**src/rtl/ula_result_buffer.sv**
```systemverilog
// ---------------------------------------------------------------------------
// ula_result_buffer
//
// Captures every result the ula flags with i_data_valid (result word,
// carry-out and the producing op code) into a DEPTH-entry FIFO and presents
// the head entry to a consumer on a valid/ready handshake with first-word
// fall-through. The ula cannot be stalled, so a result arriving while the
// buffer is full (and nothing is popped that cycle) is dropped and recorded
// in the sticky o_overflow flag.
//
// Optional build macro: ULA_RB_STATS_EN
//   When defined, adds saturating 16-bit counters of accepted pushes
//   (o_push_cnt) and dropped results (o_drop_cnt), cleared by i_clear_ovf.
//
// Ports:
//   clk              clock, rising edge
//   rst              asynchronous reset, active low
//   i_data_valid     ula result strobe (one push attempt per high cycle)
//   i_data_result    ula result word
//   i_data_carryout  ula carry-out
//   i_op_selector    op code tag stored with the result
//   i_out_ready      consumer accepts the head entry
//   i_clear_ovf      clears o_overflow (and the stats counters if present)
//   o_out_valid      head entry available
//   o_out_result     head entry result (0 while empty)
//   o_out_carryout   head entry carry-out (0 while empty)
//   o_out_op         head entry op tag (0 while empty)
//   o_count          occupied entries, 0..DEPTH
//   o_full           o_count == DEPTH
//   o_empty          o_count == 0
//   o_overflow       sticky: at least one result was dropped
//   o_push_cnt       accepted pushes      (ULA_RB_STATS_EN only)
//   o_drop_cnt       dropped results      (ULA_RB_STATS_EN only)
// ---------------------------------------------------------------------------
module ula_result_buffer #(
  parameter int unsigned DEPTH = 8,
  parameter int unsigned CNT_W = $clog2(DEPTH) + 1
) (
  input  logic             clk,
  input  logic             rst,
  input  logic             i_data_valid,
  input  logic [31:0]      i_data_result,
  input  logic             i_data_carryout,
  input  logic [4:0]       i_op_selector,
  input  logic             i_out_ready,
  input  logic             i_clear_ovf,
  output logic             o_out_valid,
  output logic [31:0]      o_out_result,
  output logic             o_out_carryout,
  output logic [4:0]       o_out_op,
  output logic [CNT_W-1:0] o_count,
  output logic             o_full,
  output logic             o_empty,
  output logic             o_overflow
`ifdef ULA_RB_STATS_EN
  ,
  output logic [15:0]      o_push_cnt,
  output logic [15:0]      o_drop_cnt
`endif
);

  localparam int unsigned PTR_W = $clog2(DEPTH);

  // Entry layout {op, carryout, result}: 38 bits, stored unmodified.
  typedef struct packed {
    logic [4:0]  op;
    logic        carry;
    logic [31:0] result;
  } entry_t;

  entry_t             mem_q [DEPTH];

  logic [PTR_W-1:0]   wr_ptr_q, wr_ptr_d;
  logic [PTR_W-1:0]   rd_ptr_q, rd_ptr_d;
  logic [CNT_W-1:0]   count_q,  count_d;
  logic               ovf_q,    ovf_d;

  logic               full;
  logic               empty;
  logic               push;
  logic               pop;
  logic               drop;
  entry_t             wr_entry;
  entry_t             head;

  // -------------------------------------------------------------------------
  // Status and handshake decode
  // -------------------------------------------------------------------------
  // Full/empty come from the occupancy count, so equal pointers are never
  // ambiguous across the DEPTH-1 -> 0 wrap.
  assign full  = (count_q == CNT_W'(DEPTH));
  assign empty = (count_q == '0);

  assign pop   = !empty && i_out_ready;
  // A full buffer still accepts a push when the head leaves in the same cycle.
  assign push  = i_data_valid && (!full || pop);
  assign drop  = i_data_valid && !push;

  assign wr_entry = '{op: i_op_selector, carry: i_data_carryout, result: i_data_result};

  // -------------------------------------------------------------------------
  // Next-state logic
  // -------------------------------------------------------------------------
  always_comb begin
    wr_ptr_d = wr_ptr_q;
    rd_ptr_d = rd_ptr_q;
    count_d  = count_q;
    ovf_d    = ovf_q;

    // DEPTH is a power of two, so natural pointer overflow is the modulo wrap.
    if (push) wr_ptr_d = wr_ptr_q + PTR_W'(1);
    if (pop)  rd_ptr_d = rd_ptr_q + PTR_W'(1);

    unique case ({push, pop})
      2'b10:   count_d = count_q + CNT_W'(1);
      2'b01:   count_d = count_q - CNT_W'(1);
      default: count_d = count_q;
    endcase

    // A drop in the same cycle as a clear keeps the flag set.
    if (drop)             ovf_d = 1'b1;
    else if (i_clear_ovf) ovf_d = 1'b0;
  end

  // -------------------------------------------------------------------------
  // State registers
  // -------------------------------------------------------------------------
  always_ff @(posedge clk or negedge rst) begin
    if (!rst) begin
      wr_ptr_q <= '0;
      rd_ptr_q <= '0;
      count_q  <= '0;
      ovf_q    <= 1'b0;
    end else begin
      wr_ptr_q <= wr_ptr_d;
      rd_ptr_q <= rd_ptr_d;
      count_q  <= count_d;
      ovf_q    <= ovf_d;
    end
  end

  // Storage is not reset; an entry is only ever read after it was written.
  always_ff @(posedge clk) begin
    if (push) mem_q[wr_ptr_q] <= wr_entry;
  end

  // -------------------------------------------------------------------------
  // Head outputs (first-word fall-through, zeroed while empty)
  // -------------------------------------------------------------------------
  always_comb begin
    head = mem_q[rd_ptr_q];
    if (empty) head = '0;
  end

  assign o_out_valid    = !empty;
  assign o_out_result   = head.result;
  assign o_out_carryout = head.carry;
  assign o_out_op       = head.op;
  assign o_count        = count_q;
  assign o_full         = full;
  assign o_empty        = empty;
  assign o_overflow     = ovf_q;

`ifdef ULA_RB_STATS_EN
  // -------------------------------------------------------------------------
  // Saturating push/drop statistics
  // -------------------------------------------------------------------------
  logic [15:0] push_cnt_q, push_cnt_d;
  logic [15:0] drop_cnt_q, drop_cnt_d;

  // A clear coinciding with an increment leaves the counter at 1.
  always_comb begin
    push_cnt_d = push_cnt_q;
    drop_cnt_d = drop_cnt_q;

    if (i_clear_ovf)               push_cnt_d = {15'd0, push};
    else if (push && push_cnt_q != '1) push_cnt_d = push_cnt_q + 16'd1;

    if (i_clear_ovf)               drop_cnt_d = {15'd0, drop};
    else if (drop && drop_cnt_q != '1) drop_cnt_d = drop_cnt_q + 16'd1;
  end

  always_ff @(posedge clk or negedge rst) begin
    if (!rst) begin
      push_cnt_q <= '0;
      drop_cnt_q <= '0;
    end else begin
      push_cnt_q <= push_cnt_d;
      drop_cnt_q <= drop_cnt_d;
    end
  end

  assign o_push_cnt = push_cnt_q;
  assign o_drop_cnt = drop_cnt_q;
`endif

endmodule

```
**config.mk**
```make
export PLATFORM = sky130hd
export DESIGN_NAME = ula_result_buffer
export DESIGN_NICKNAME = d
export VERILOG_FILES = /design/src/rtl/ula_result_buffer.sv
export SDC_FILE = /design/constraint.sdc
export NUM_CORES = 1
export LEC_CHECK = 0
export CELL_PAD_IN_SITES_DETAIL_PLACEMENT = 0
export CELL_PAD_IN_SITES_GLOBAL_PLACEMENT = 1
export CORE_MARGIN = 2
export CORE_UTILIZATION = 40
export CTS_BUF_LIST = sky130_fd_sc_hd__clkbuf_8
export CTS_CLUSTER_SIZE = 10
export DETAILED_ROUTE_END_ITERATION = 12
export MAX_ROUTING_LAYER = met4
export PLACE_DENSITY = 0.6
export RECOVER_POWER = 100
export SETUP_SLACK_MARGIN = 0.05
export SLEW_MARGIN = 20
export SYNTH_ARGS = -nofsm -noshare
export SYNTH_HDL_FRONTEND = slang
export SYNTH_SLANG_ARGS = --single-unit
```
**constraint.sdc**
```tcl
create_clock -name clk -period 6.58 [get_ports clk]
set_input_delay 0.658 -clock clk [delete_from_list [all_inputs] [get_ports clk]]
set_output_delay 0.658 -clock clk [all_outputs]
set_load 0.02 [all_outputs]
```
==> qor.csv <==
metric;value;unit
Placed Instances;1027;
worst reg2reg path endpoint;mem_q[2][21];
Post-synth EDFFs;304;
first-pass iteration count of the detailed router;4;
Worst-Margin Slew;2.65;ns
Synth Register Bits;315;
final wirelength;24.5;mm
Die Y;179;µm
Yosys Warn Count;0;
PwrDens;449;nW/µm²
endpoints failing hold;0;
Nets;732;
Synth async-reset ratio;3.49;%
setup TNS;0;ns
Tmin final;5.12;ns
area grow syn2layout;17.9;%
Reg2Reg Launch Point;o_count[3];
synth unique cells;37;
vias in the first global route;6393;
post-synthesis sequential area ratio;76.5;%
Worst VDD drop;0.268;mV
Die ar.;32200;µm²
Detailed Place HPWL;13.3;mm
Setup-failing EPs final;0;
CP Launch Type;flip-flop;
CTS root buf;clkbuf_8;
WP data required;5.92;ns
Num Clock Sinks;315;
synthesized net count;604;
# DRC;0;
syn_area_per_cell;22.1;µm²
Die W;179;µm
top cells by area, synth;edfxtp_1 74%, mux4_2 12%, mux2i_1 3.2%, dfrtp_1 2.2%, mux4_1 1.7%;
clock network power share;24.2;%
Int Pwr;4.42;mW
Rel. slew slack;-76.5;%
Finished Layout Cells;1120;
I/O Buffers;88;
Cells after Synth;556;
DR WL/cell;21.9;µm
critical path endpoint;o_out_result[11];
pre-CTS WS;3.05;ns
Crit. Startpoint;rd_ptr_q[1];
num rows;64;
Synth top area share;74.2;%
worst min-delay path class;input port to asynchronous set/reset pin;
setup repair after global routing missed its margin;no;
Tcrit/Tclk final;77.8;%
CTS resizes;0;
Setup Crit Path Kind;flip-flop to primary output;
H-tree depth;2;
Max Clk Rate;195;MHz
via count;5746;
Sw Ratio;32.2;%
Cell Area, Synth;12300;µm²
Util after Layout;47.7;%
gr ovfl total;0;
DR vias/cell;5.13;
Hold-fix buffers, CTS;0;
Setup Skew;0.0294;ns
status;complete, but fails checks;
Yosys top cell by area;edfxtp_1;
Worst Path Max Fanout;43;
Max Transition Viols Final;318;
setup slack, reg-to-reg;1.95;ns
first-iteration detailed-routing DRC count;405;
Placer Congestion;0.724;
Net Sw Power;2.10;mW
clock buffer depth;3;
Total GRT Usage;16.4;%
FF-to-FF path depth;4;
Max Cap Viol;12;
share of post-route cells with drive strength above 1;19.8;%
CTS tree;done;
Worst Path Arrival;4.46;ns
Fill cells;2544;
first-pass GRT wire length;37.6;mm
Worst setup EP type;primary output;
Synth Flop Type;edfxtp_1;
hold_ws;0.510;ns
Pwr Total;6.52;mW
failing checks;capacitance limit, slew limit;
fin area;14500;µm²
Core Region;30400;µm²
most frequent cells in the layout;304 x edfxtp_1, 82 x dlygate4sd3_1, 68 x mux4_2;
pin count of the biggest net entering global routing;44;
CTS buffer count;51;
Gate power share;33.7;%
worst skew pair latency;0.56;ns
antenna violations before repair;2;
Starting Density;40.4;%
Clock transition at path regs;0.06;ns
sequential fraction of design power;42.1;%
commonest non-fill, non-tap cell in the layout;edfxtp_1;
DP Area;13600;µm²
P_leak;4.84;nW
final worst slack;1.46;ns
I/O Pins;89;
total setup buffers inserted after CTS;0;
ANT nets after route;0;
==> synth_stat cells (all sizes together) (2+ instances only) <==
cell type	n
edfxtp	304
mux4	76
nor2	40
mux2i	39
buf	17
clkbuf	13
dfrtp	11
nand2	10
xnor2	6
inv	5
ha	4
nor3	4
mux2	3
nand2b	3
a21oi	2
nor3b	2
nor4b	2
o22ai	2
or2	2
==> power groups by stage <==
stage	Clock [mW]	Sequential (mW)	Combinational, mW
2_1_floorplan	0	2.66	1.60
3_3_place_gp	0	2.77	2.34
3_5_place_dp	0	2.79	2.35
4_1_cts	1.62	2.75	2.36
5_1_grt	1.73	2.78	2.39
6_report	1.58	2.74	2.20
==> flip-flops by register name (all words and copies together), names as in the netlist <==
register,count
rd_ptr_q,3
o_overflow,1
wr_ptr_q,3
o_count,4
mem_q,304
==> area by class of cell <==
class / count / area [µm²] / share of cell area (%)
Antenna cell: 2 / 5.00 / 0.0345
Clock buffer: 51 / 702 / 4.84
Clock inverter: 40 / 251 / 1.73
Inverter: 5 / 18.8 / 0.129
Multi-Input combinational cell: 206 / 2660 / 18.3
Sequential cell: 315 / 9410 / 64.9
Tap cell: 396 / 495 / 3.42
Timing Repair Buffer: 105 / 960 / 6.62
==> worst min path at each step <==
stage | from | end | slack (ns)
2_1_floorplan | rst | o_count[0] | 0.36
4_1_cts | rst | o_overflow | 0.44
3_5_place_dp | o_overflow | o_overflow | 0.53
6_report | rst | rd_ptr_q[0] | 0.51
3_3_place_gp | o_overflow | o_overflow | 0.52
5_1_grt | rst | o_count[3] | 0.52
==> critical path: stages (launching register included) <==
cell and delay, ns:
dfrtp_1 1.81, buf_4 0.68, mux4_2 0.38, mux2i_1 0.15
nor2_1 0.10, dlygate4sd3_1 0.76
==> cells by family after synthesis <==
kind of cell / synth area share, %
flops: 76.5
mux: 17.6
simple gates: 2.46
buf+inv: 1.84
compound gates: 0.549
xor+xnor: 0.499
fa+ha+maj: 0.570
==> metal layers <==
layer	wire length (µm)	share of wire, %	global-route usage [%]
met5	0	0	-
met4	401	1.6	4.47
met3	1320	5.4	3.19
met2	12200	50	27.0
met1	10600	43	21.1
Note: power is estimated with default switching activity, not from simulation.
